<file path="src/rtl/fp_pkg.sv">
// Shared definitions for the sequential floating-point multiplier: flag bit
// positions, FSM state encoding and the canonical quiet-NaN pattern.
package fp_pkg;

  localparam int FLAG_V = 0;
  localparam int FLAG_C = 1;
  localparam int FLAG_Z = 2;
  localparam int FLAG_N = 3;

  typedef enum logic [2:0] {
    IDLE   = 3'd0,
    UNPACK = 3'd1,
    MUL    = 3'd2,
    NORM   = 3'd3,
    ROUND  = 3'd4,
    DONE   = 3'd5
  } state_e;

  // Sign 0, exponent all ones, only the mantissa MSB set; callers truncate to their width.
  function automatic logic [63:0] canon_qnan(input int exp_w, input int man_w);
    return (((64'd1 << exp_w) - 64'd1) << man_w) | (64'd1 << (man_w - 1));
  endfunction

endpackage

</file>
<file path="src/rtl/fp_classify_p.sv">
// Combinational classifier for one IEEE-754-style operand.
module fp_classify_p #(
  parameter int EXP_W = 8,
  parameter int MAN_W = 23
) (
  input  logic [EXP_W+MAN_W:0] i_x,
  output logic                 o_snan,
  output logic                 o_qnan,
  output logic                 o_inf,
  output logic                 o_zero,
  output logic                 o_subnormal,
  output logic                 o_normal,
  output logic                 o_sign
);

  logic [EXP_W-1:0] w_exp;
  logic [MAN_W-1:0] w_man;
  logic             w_exp_ones;
  logic             w_exp_zero;
  logic             w_man_zero;

  assign w_exp      = i_x[EXP_W+MAN_W-1:MAN_W];
  assign w_man      = i_x[MAN_W-1:0];
  assign w_exp_ones = &w_exp;
  assign w_exp_zero = ~|w_exp;
  assign w_man_zero = ~|w_man;

  // The mantissa MSB distinguishes quiet from signalling NaNs.
  assign o_snan      = w_exp_ones & ~w_man_zero & ~w_man[MAN_W-1];
  assign o_qnan      = w_exp_ones & ~w_man_zero &  w_man[MAN_W-1];
  assign o_inf       = w_exp_ones &  w_man_zero;
  assign o_zero      = w_exp_zero &  w_man_zero;
  assign o_subnormal = w_exp_zero & ~w_man_zero;
  assign o_normal    = ~w_exp_zero & ~w_exp_ones;
  assign o_sign      = i_x[EXP_W+MAN_W];

endmodule

</file>
<file path="src/rtl/fp_mul_seq.sv">
// Sequential IEEE-754-style multiplier: shift-add significand product, one
// multiplier bit per cycle, round-to-nearest-even, DAZ/FTZ, special cases.
module fp_mul_seq
  import fp_pkg::*;
#(
  parameter int EXP_W = 8,
  parameter int MAN_W = 23
) (
  input  logic                 clk,
  input  logic                 reset,
  input  logic                 start,
  input  logic [EXP_W+MAN_W:0] a,
  input  logic [EXP_W+MAN_W:0] b,
  output logic                 busy,
  output logic                 done,
  output logic [EXP_W+MAN_W:0] result,
  output logic [3:0]           flags
);

  localparam int W    = 1 + EXP_W + MAN_W;
  localparam int P    = MAN_W + 1;
  localparam int XW   = EXP_W + 2;
  localparam int CW   = $clog2(P + 1);
  localparam int BIAS = 2 ** (EXP_W - 1) - 1;

  localparam logic [XW-1:0] BIAS_X    = XW'(BIAS);
  localparam logic [XW-1:0] EXP_TOP   = XW'(2 ** EXP_W - 1);
  localparam logic [CW-1:0] CNT_LAST  = CW'(P - 1);
  localparam logic [W-1:0]  QNAN      = W'(canon_qnan(EXP_W, MAN_W));
  localparam logic [W-1:0]  QUIET_BIT = W'(1) << (MAN_W - 1);

  state_e           r_state;
  logic             r_busy;
  logic             r_done;
  logic [W-1:0]     r_result;
  logic [3:0]       r_flags;

  logic [W-1:0]     r_a;
  logic [W-1:0]     r_b;
  logic             r_sign;
  logic [XW-1:0]    r_exp;
  logic [P-1:0]     r_mcand;
  logic [2*P-1:0]   r_acc;
  logic [CW-1:0]    r_cnt;
  logic [W-1:0]     r_pend_res;
  logic [3:0]       r_pend_flags;

  logic w_snan_a, w_qnan_a, w_inf_a, w_zero_a, w_sub_a, w_norm_a, w_sign_a;
  logic w_snan_b, w_qnan_b, w_inf_b, w_zero_b, w_sub_b, w_norm_b, w_sign_b;

  fp_classify_p #(.EXP_W(EXP_W), .MAN_W(MAN_W)) u_cls_a (
    .i_x(r_a), .o_snan(w_snan_a), .o_qnan(w_qnan_a), .o_inf(w_inf_a), .o_zero(w_zero_a),
    .o_subnormal(w_sub_a), .o_normal(w_norm_a), .o_sign(w_sign_a)
  );

  fp_classify_p #(.EXP_W(EXP_W), .MAN_W(MAN_W)) u_cls_b (
    .i_x(r_b), .o_snan(w_snan_b), .o_qnan(w_qnan_b), .o_inf(w_inf_b), .o_zero(w_zero_b),
    .o_subnormal(w_sub_b), .o_normal(w_norm_b), .o_sign(w_sign_b)
  );

  logic          w_za;
  logic          w_zb;
  logic          w_sign;
  logic [XW-1:0] w_exp_sum;

  // Subnormal operands are treated as zero; exponents are two's complement in XW bits.
  assign w_za      = w_zero_a | w_sub_a;
  assign w_zb      = w_zero_b | w_sub_b;
  assign w_sign    = w_sign_a ^ w_sign_b;
  assign w_exp_sum = {2'b00, r_a[W-2:MAN_W]} + {2'b00, r_b[W-2:MAN_W]} - BIAS_X;

  logic         w_special;
  logic [W-1:0] w_spec_res;
  logic [3:0]   w_spec_flags;

  // NOTE: every always_comb output gets a default first so no path can infer a latch.
  always_comb begin
    w_special    = 1'b1;
    w_spec_res   = '0;
    w_spec_flags = '0;
    if (w_snan_a) begin
      w_spec_res = r_a | QUIET_BIT;
    end else if (w_snan_b) begin
      w_spec_res = r_b | QUIET_BIT;
    end else if (w_qnan_a) begin
      w_spec_res = r_a;
    end else if (w_qnan_b) begin
      w_spec_res = r_b;
    end else if ((w_inf_a && w_zb) || (w_inf_b && w_za)) begin
      w_spec_res = QNAN;
    end else if (w_inf_a || w_inf_b) begin
      w_spec_res           = {w_sign, {EXP_W{1'b1}}, {MAN_W{1'b0}}};
      w_spec_flags[FLAG_N] = w_sign;
    end else if (!(w_norm_a && w_norm_b)) begin
      w_spec_res           = {w_sign, {(W-1){1'b0}}};
      w_spec_flags[FLAG_N] = w_sign;
      w_spec_flags[FLAG_Z] = 1'b1;
    end else begin
      w_special = 1'b0;
    end
  end

  logic [P:0] w_sum;

  // Add the multiplicand into the upper half when the multiplier LSB (acc[0]) is set.
  assign w_sum = {1'b0, r_acc[2*P-1:P]} + (r_acc[0] ? {1'b0, r_mcand} : '0);

  logic [MAN_W-1:0] w_mant;
  logic             w_guard;
  logic             w_sticky;
  logic             w_rnd_up;
  logic [MAN_W:0]   w_mant_rnd;
  logic [XW-1:0]    w_exp_fin;
  logic [W-1:0]     w_rnd_res;
  logic [3:0]       w_rnd_flags;

  // After NORM the hidden one sits at bit 2P-2; guard is the first bit below the mantissa.
  assign w_mant     = r_acc[2*P-3:P-1];
  assign w_guard    = r_acc[P-2];
  assign w_sticky   = |r_acc[P-3:0];
  assign w_rnd_up   = w_guard & (w_sticky | w_mant[0]);
  assign w_mant_rnd = {1'b0, w_mant} + (MAN_W+1)'(w_rnd_up);
  assign w_exp_fin  = r_exp + XW'(w_mant_rnd[MAN_W]);

  always_comb begin
    w_rnd_res           = {r_sign, w_exp_fin[EXP_W-1:0], w_mant_rnd[MAN_W-1:0]};
    w_rnd_flags         = '0;
    w_rnd_flags[FLAG_N] = r_sign;
    w_rnd_flags[FLAG_C] = w_guard | w_sticky;
    if (!w_exp_fin[XW-1] && (w_exp_fin >= EXP_TOP)) begin
      w_rnd_res           = {r_sign, {EXP_W{1'b1}}, {MAN_W{1'b0}}};
      w_rnd_flags[FLAG_C] = 1'b1;
      w_rnd_flags[FLAG_V] = 1'b1;
    end else if (w_exp_fin[XW-1] || (w_exp_fin == '0)) begin
      w_rnd_res           = {r_sign, {(W-1){1'b0}}};
      w_rnd_flags[FLAG_C] = 1'b1;
      w_rnd_flags[FLAG_Z] = 1'b1;
    end
  end

  // Control FSM with registered outputs; reset wins over any state.
  always_ff @(posedge clk) begin
    if (reset) begin
      r_state  <= IDLE;
      r_busy   <= 1'b0;
      r_done   <= 1'b0;
      r_result <= '0;
      r_flags  <= '0;
    end else begin
      r_done <= 1'b0;
      unique case (r_state)
        IDLE: begin
          if (start) begin
            r_state <= UNPACK;
            r_busy  <= 1'b1;
          end
        end
        UNPACK: r_state <= w_special ? DONE : MUL;
        MUL:    if (r_cnt == CNT_LAST) r_state <= NORM;
        NORM:   r_state <= ROUND;
        ROUND:  r_state <= DONE;
        DONE: begin
          r_state  <= IDLE;
          r_busy   <= 1'b0;
          r_done   <= 1'b1;
          r_result <= r_pend_res;
          r_flags  <= r_pend_flags;
        end
        default: begin
          r_state <= IDLE;
          r_busy  <= 1'b0;
        end
      endcase
    end
  end

  // NOTE: datapath registers have no reset; each is written before the FSM reads it.
  always_ff @(posedge clk) begin
    unique case (r_state)
      IDLE: begin
        if (start) begin
          r_a <= a;
          r_b <= b;
        end
      end
      UNPACK: begin
        r_sign       <= w_sign;
        r_exp        <= w_exp_sum;
        r_mcand      <= {1'b1, r_a[MAN_W-1:0]};
        r_acc        <= {{P{1'b0}}, 1'b1, r_b[MAN_W-1:0]};
        r_cnt        <= '0;
        r_pend_res   <= w_spec_res;
        r_pend_flags <= w_spec_flags;
      end
      MUL: begin
        r_acc <= {w_sum, r_acc[P-1:1]};
        r_cnt <= r_cnt + CW'(1);
      end
      NORM: begin
        // The dropped LSB is folded into bit 0 so it still counts towards sticky.
        if (r_acc[2*P-1]) begin
          r_acc <= {1'b0, r_acc[2*P-1:2], |r_acc[1:0]};
          r_exp <= r_exp + XW'(1);
        end
      end
      ROUND: begin
        r_pend_res   <= w_rnd_res;
        r_pend_flags <= w_rnd_flags;
      end
      default: ;
    endcase
  end

  assign busy   = r_busy;
  assign done   = r_done;
  assign result = r_result;
  assign flags  = r_flags;

endmodule

</file>
<file path="config.mk">
export PLATFORM = sky130hd
export DESIGN_NAME = fp_mul_seq
export DESIGN_NICKNAME = d
export VERILOG_FILES = /design/src/rtl/fp_pkg.sv /design/src/rtl/fp_classify_p.sv /design/src/rtl/fp_mul_seq.sv
export SDC_FILE = /design/constraint.sdc
export NUM_CORES = 1
export LEC_CHECK = 0
export CAP_MARGIN = 20
export CORE_UTILIZATION = 30
export CTS_BUF_LIST = sky130_fd_sc_hd__clkbuf_2
export DETAILED_ROUTE_END_ITERATION = 8
export PLACE_DENSITY = 0.54
export SLEW_MARGIN = 20
export SYNTH_ARGS = -nofsm -noshare
export SYNTH_HDL_FRONTEND = slang
export SYNTH_HIERARCHICAL = 1
export SYNTH_SLANG_ARGS = --single-unit
</file>
<file path="constraint.sdc">
create_clock -name clk -period 9.35 [get_ports clk]
set_input_delay 1.4025 -clock clk [delete_from_list [all_inputs] [get_ports clk]]
set_output_delay 1.4025 -clock clk [all_outputs]
set_load 0.01 [all_outputs]
</file>
==> flow_summary.toml, run 1 <==
[synthesis]
yosysUniqueCellTypes = 66
synth_top_area_frac = 0.476
ys_top_cells_by_count = "nand2_1 (205), edfxtp_1 (187), a21oi_1 (105)"
ys_seq_area_frac = 0.545
synth.largest_area_cell = "edfxtp_1"
avgSynthCellArea_um2 = 10.6
syn_area_mm2 = 0.0118
synth_warnings = 6
async_reset_ff_frac = 0
synth_area_leaders = "edfxtp_1 (48%), dfxtp_1 (7.0%), nand2_1 (6.5%), ha_1 (4.7%), a21oi_1 (4.5%)"
yosys_most_used_dff = "edfxtp_1"
synth_edf_count = 187
syn_inst = 1118
ys_seq_elements = 228
synth_nets = 1231
synth_most_common_cell = "nand2_1"

[worst_setup_path]
critPathMaxFanout = 23
crit_top_cell = "and3_1"
critPathMaxStageDelay_ns = 0.93
crit_chain = "and3_1 -> and3_1 -> and2_1 -> and3_1 -> and3_1 -> ha_1 -> ha_1 -> and4_1 -> nor4_1 -> o21ai_1 -> a2111oi_2 -> or4_1 -> o22ai_1"
crit_buf_inv = 0
start_kind = "flop"
crit_type = "reg2reg"
cp_slowest_cell = "or4_1"
crit_path_end_kind = "flop"
critical-path-top-delay-family = "simple AND/OR/NAND/NOR gates"
arrival_ns = 5.15
required_ns = 9.98

[global_route]
antenna_found_initial = 1
grt_first_pass_wirelength_um = 48600
grt_use_total = 0.152
grt_pass1_vias = 8655
grt-ovfl-total = 0
grt_max_degree = 65

[timing]
grt_setup_unrepaired = "false"
setup_viol = 0
fin_tns_setup_ns = 0
period_needed_ns = 4.52
relSlewSlack = 0.254
maxClockFrequency_ghz = 0.221
slew_viol_final = 0
fin_crit_sh = 0.483
worst_slew_pin_slew_ns = 1.09
hold_viol_final = 0
fin_ws_ns = 4.83
clock_skew_ns = 0.0389

[power]
total_power_mw = 2.61
power_density_mw_per_mm2 = 188
switching_share = 0.328
clkPwrFrac = 0.266
p_leak_nw = 4.94
ir_drop_v = 0.0000894
p_sw_mw = 0.856
p_seq_frac = 0.525
combinationalPowerShare = 0.210
internal-power_mw = 1.76

[floorplanning]
die_x_um = 200
dieArea_mm2 = 0.0402
core_area_mm2 = 0.0387
die_h_um = 200
initial_core_util = 0.305
io_pins = 105
rows = 72

[worst_hold_path]
min_path_type = "reg2reg"

[place]
gp_congestion = 0.889
port_buffers = 104
hpwl_um = 22700
place_ws_ns = 4.83

[clocking]
clock_path_buffers = 3
cts_setup_buffers = 0
cts_buffers = 60
cts.sinks = 228
cts_hold_buffers = 0
cts-htree-levels = 2
clock_latency_ns = 0.92
cts_resized = 0
clk_pin_slew_worst_paths_ns = 0.12
cts_tree = "yes"
root_buffer = "clkbuf_2"

[layout]
drive_gt1_frac = 0.113
multi_input_area_mm2 = 0.00508
ff_latch_area_mm2 = 0.00644
area_growth_pct = 17.9
fillers = 3964
finalNetCount = 1346

[outcome]
status = "completed"

[detailed_routing]
firstDrtPassIters = 5
first_iter_violations = 598
drc = 0
wire_per_inst_um = 17.1
drt_wl_total_um = 30700
ant_nets = 0
vias = 8866
vias_per_cell = 4.94

[flow_run]
maxCapViolations = 0
## logic make-up (layout without fill, tap and decap cells)
kind of cell | count (synthesis) | count (layout) | share of synthesized area
DFF | 228 | 228 | 0.545
adders and majority gates | 46 | 46 | 0.0500
and+or+nand+nor | 428 | 428 | 0.174
other | 0 | 1 | 0
AOI/OAI and AO/OA | 264 | 264 | 0.150
xor gates and xnor gates | 62 | 62 | 0.0460
buffers and inverters | 83 | 242 | 0.0293
muxes | 7 | 7 | 0.00604
## layer usage
layer | GRT usage | routed length (um) | vias to the layer above
li1 | - | - | 4362
met1 | 0.231 | 15600 | 4182
met2 | 0.219 | 12600 | 281
met3 | 0.0277 | 1870 | 41
met4 | 0.0450 | 590 | 0
met5 | 0 | 0 | -
## cell type report
| class | count | area share |
|---|---|---|
| flip-flops and latches | 228 | 0.462 |
| multi-input cells | 807 | 0.365 |
| repair buffers | 117 | 0.0818 |
| well taps | 518 | 0.0466 |
| clock buffers | 84 | 0.0302 |
| clock inverters | 22 | 0.00872 |
| inverters | 19 | 0.00512 |
| diodes | 1 | 0.000180 |
## cell usage in the layout, fill, tap and decap left out, drive strengths merged, types with 30 or more instances in the layout
master / netlist / final
a21oi: 105 / 105
and2: 30 / 30
clkbuf: 48 / 84
clkdlybuf4s50: 0 / 104
dfxtp: 41 / 41
edfxtp: 187 / 187
ha: 44 / 44
nand2: 206 / 206
nor2: 61 / 61
o21ai: 41 / 41
xor2: 33 / 33
## registers in the layout, summed over array words and instances (netlist names)
name          cells
done              1
r_sign            1
r_mcand          23
busy              1
r_pend_res       32
r_a              32
flags             4
r_pend_flags      4
r_acc            48
r_state           3
r_exp            10
result           32
r_cnt             5
r_b              32
## final timing paths
check	slack (ns)	to	start	depth (start not counted)
worst max-delay path	4.83	r_pend_res[18]	r_acc[26]	13
worst min-delay path	0.46	result[13]	result[13]	2
worst max register to register	4.83	r_pend_res[18]	r_acc[26]	13
worst min register to register	0.46	result[13]	result[13]	2
## metrics by stage
stage,std cells,area (um^2),util,hold slack (ns)
floorplan,1118,11800,-,0.451
global placement,1689,13400,0.345,0.444
detailed placement,1689,13400,0.345,0.447
CTS,1795,13900,0.359,0.460
global route,1796,13900,0.359,0.481
finish,1796,13900,0.359,0.457
## worst min-delay path, delay by kind of cell, from the launching register on
kind            cells  cell delay, ns
flops               1            0.32
simple gates        1            0.05
compound gates      1            0.05
## power groups by stage
stage	logic, mW	clock network, mW	registers, mW
after CTS	0.549	0.729	1.37
after global placement	0.545	0	1.39
after floorplan	0.420	0	1.35
final	0.548	0.694	1.37
after detailed placement	0.546	0	1.39
after global routing	0.616	0.772	1.39
Note: power is estimated with default switching activity, not from simulation.
==> run 2, diff against run 1 <==
==> constraint.sdc (replaced) <==
create_clock -name clk -period 4.7 [get_ports clk]
set_input_delay 0.705 -clock clk [delete_from_list [all_inputs] [get_ports clk]]
set_output_delay 0.705 -clock clk [all_outputs]
set_load 0.01 [all_outputs]
==> flow_summary.toml, run 2 (synthesized netlist as in run 1, its figures left out) <==
[detailed_routing]
first_iter_violations = 597
vias_per_cell = 4.89
drc = 0
vias = 8812
firstDrtPassIters = 5
drt_wl_total_um = 30400
ant_nets = 0
wire_per_inst_um = 16.9

[power]
power_density_mw_per_mm2 = 379
p_leak_nw = 4.97
total_power_mw = 5.30
ir_drop_v = 0.000146

[place]
place_area_mm2 = 0.0134
hpwl_um = 22400
port_buffers = 104
place_ws_ns = 0.598
gp_congestion = 0.895

[floorplanning]
die_h_um = 200
die_x_um = 200
dieArea_mm2 = 0.0402
core_area_mm2 = 0.0387
initial_core_util = 0.305
rows = 72
io_pins = 105

[global_route]
grt_first_pass_wirelength_um = 47600
antenna_found_initial = 2
grt_use_total = 0.150
grt_max_degree = 66
grt_pass1_vias = 8504
grt-ovfl-total = 0

[layout]
fin_area_mm2 = 0.0140
largest_register_ffs = 48
layout_common_cells = "nand2_1 (205), edfxtp_1 (187), a21oi_1 (105)"
finalNetCount = 1354
largest_register = "r_acc"
drive_gt1_frac = 0.117
area_growth_pct = 18.5
final_common_cell = "nand2_1"

[worst_setup_path]
crit_buf_inv = 1
r2r_start = "r_acc[26]"
cp_slowest_cell = "edfxtp_1"
timing.rr.end = "r_pend_res[18]"
ff2ff_setup_slack_ns = 0.56
critPathMaxFanout = 23
crit_type = "reg2reg"
reg2reg_depth = 14
start_kind = "flop"
critical-path-top-delay-family = "simple AND/OR/NAND/NOR gates"
critPathMaxStageDelay_ns = 0.48
arrival_ns = 4.69
required_ns = 5.25
crit_path_end_kind = "flop"
crit_chain = "and3_1 -> and3_1 -> and2_1 -> and3_1 -> and3_1 -> ha_1 -> ha_1 -> and4_1 -> nor4_1 -> o21ai_1 -> a2111oi_2 -> or4_1 -> buf_4 -> o22ai_1"
crit_top_cell = "and3_1"

[flow_run]
maxCapViolations = 0

[timing]
holdWs_ns = 0.367
clock_skew_ns = 0.0965
fin_ws_ns = 0.563
fin_crit_sh = 0.880
maxClockFrequency_ghz = 0.242
slew_viol_final = 0
period_needed_ns = 4.14
hold_viol_final = 0
fin_tns_setup_ns = 0
worst_slew_pin_slew_ns = 1.03
relSlewSlack = 0.312
grt_setup_unrepaired = "false"
setup_viol = 0

[clocking]
clock_path_buffers = 3
clk_pin_slew_worst_paths_ns = 0.10
cts_hold_buffers = 0
cts-htree-levels = 3
cts_buffers = 66
cts_resized = 0
clock_latency_ns = 0.89
cts_setup_buffers = 0
cts_tree = "yes"
root_buffer = "clkbuf_2"
cts.sinks = 228

[worst_hold_path]
min_path_type = "in2reg"
worstHoldStart = "a[18]"
worstHoldPathCells = 1
hold_end = "r_a[18]"

[outcome]
status = "completed"
[run 2: changes by cell type in the layout (fill, tap and decap cells not counted), sizes merged]
| cell | change |
|---|---|
| bufinv | +1 |
| clkinv | -3 |
| clkinvlp | +1 |
| clkbuf | +3 |
| inv | +1 |
| buf | +2 |
| diode | +2 |
[run 2: power breakdown]
| part | leakage (nW) | switching (mW) | internal (mW) |
|---|---|---|---|
| Combinational | 2.43 | 0.642 | 0.446 |
| Clock | 0.429 | 0.865 | 0.620 |
| Sequential | 2.12 | 0.220 | 2.51 |
| Total | 4.97 | 1.73 | 3.57 |
[run 2: worst register-to-register path, stage by stage (launching register included)]
cell	delay, ns
edfxtp_1	0.48
and3_1	0.23
and3_1	0.22
and2_1	0.17
and3_1	0.28
and3_1	0.24
ha_1	0.22
ha_1	0.24
and4_1	0.25
nor4_1	0.27
o21ai_1	0.14
a2111oi_2	0.44
or4_1	0.19
buf_4	0.31
o22ai_1	0.14
[run 2: metal layers]
layer / vias to the layer above / GRT usage / part of all wire / wire [um]
li1: 4411 / - / - / -
met1: 4119 / 0.220 / 0.51 / 15600
met2: 242 / 0.217 / 0.42 / 12800
met3: 40 / 0.0330 / 0.055 / 1670
met4: 0 / 0.0483 / 0.015 / 442
met5: - / 0 / 0 / 0
[run 2: area by class of cell]
| cell class | instances | area (um^2) |
|---|---|---|
| clock buffer | 87 | 435 |
| multi-input combinational | 807 | 5090 |
| antenna | 3 | 7.51 |
| timing repair buffer | 119 | 1150 |
| inverter | 19 | 71.3 |
| tap | 518 | 648 |
| sequential | 228 | 6440 |
| clock inverter | 22 | 159 |
| fill | 3953 | 24700 |
[run 2: worst max-delay path by stage]
stage,startpoint,end,slack [ns],depth (start not counted)
6_report,r_acc[26],r_pend_res[18],0.56,14
4_1_cts,r_acc[22],r_pend_res[18],0.52,14
2_1_floorplan,r_acc[26],r_pend_res[10],1.06,16
3_5_place_dp,r_acc[22],r_pend_res[18],0.60,14
3_3_place_gp,r_acc[22],r_pend_res[18],0.62,14
5_1_grt,r_acc[22],r_pend_res[18],0.23,14
[run 2: metrics by stage]
stage,util,std cells
final,0.361,1803
after global routing,0.361,1803
after CTS,0.361,1800
after detailed placement,0.345,1691
after global placement,0.345,1690
after floorplan,-,1118
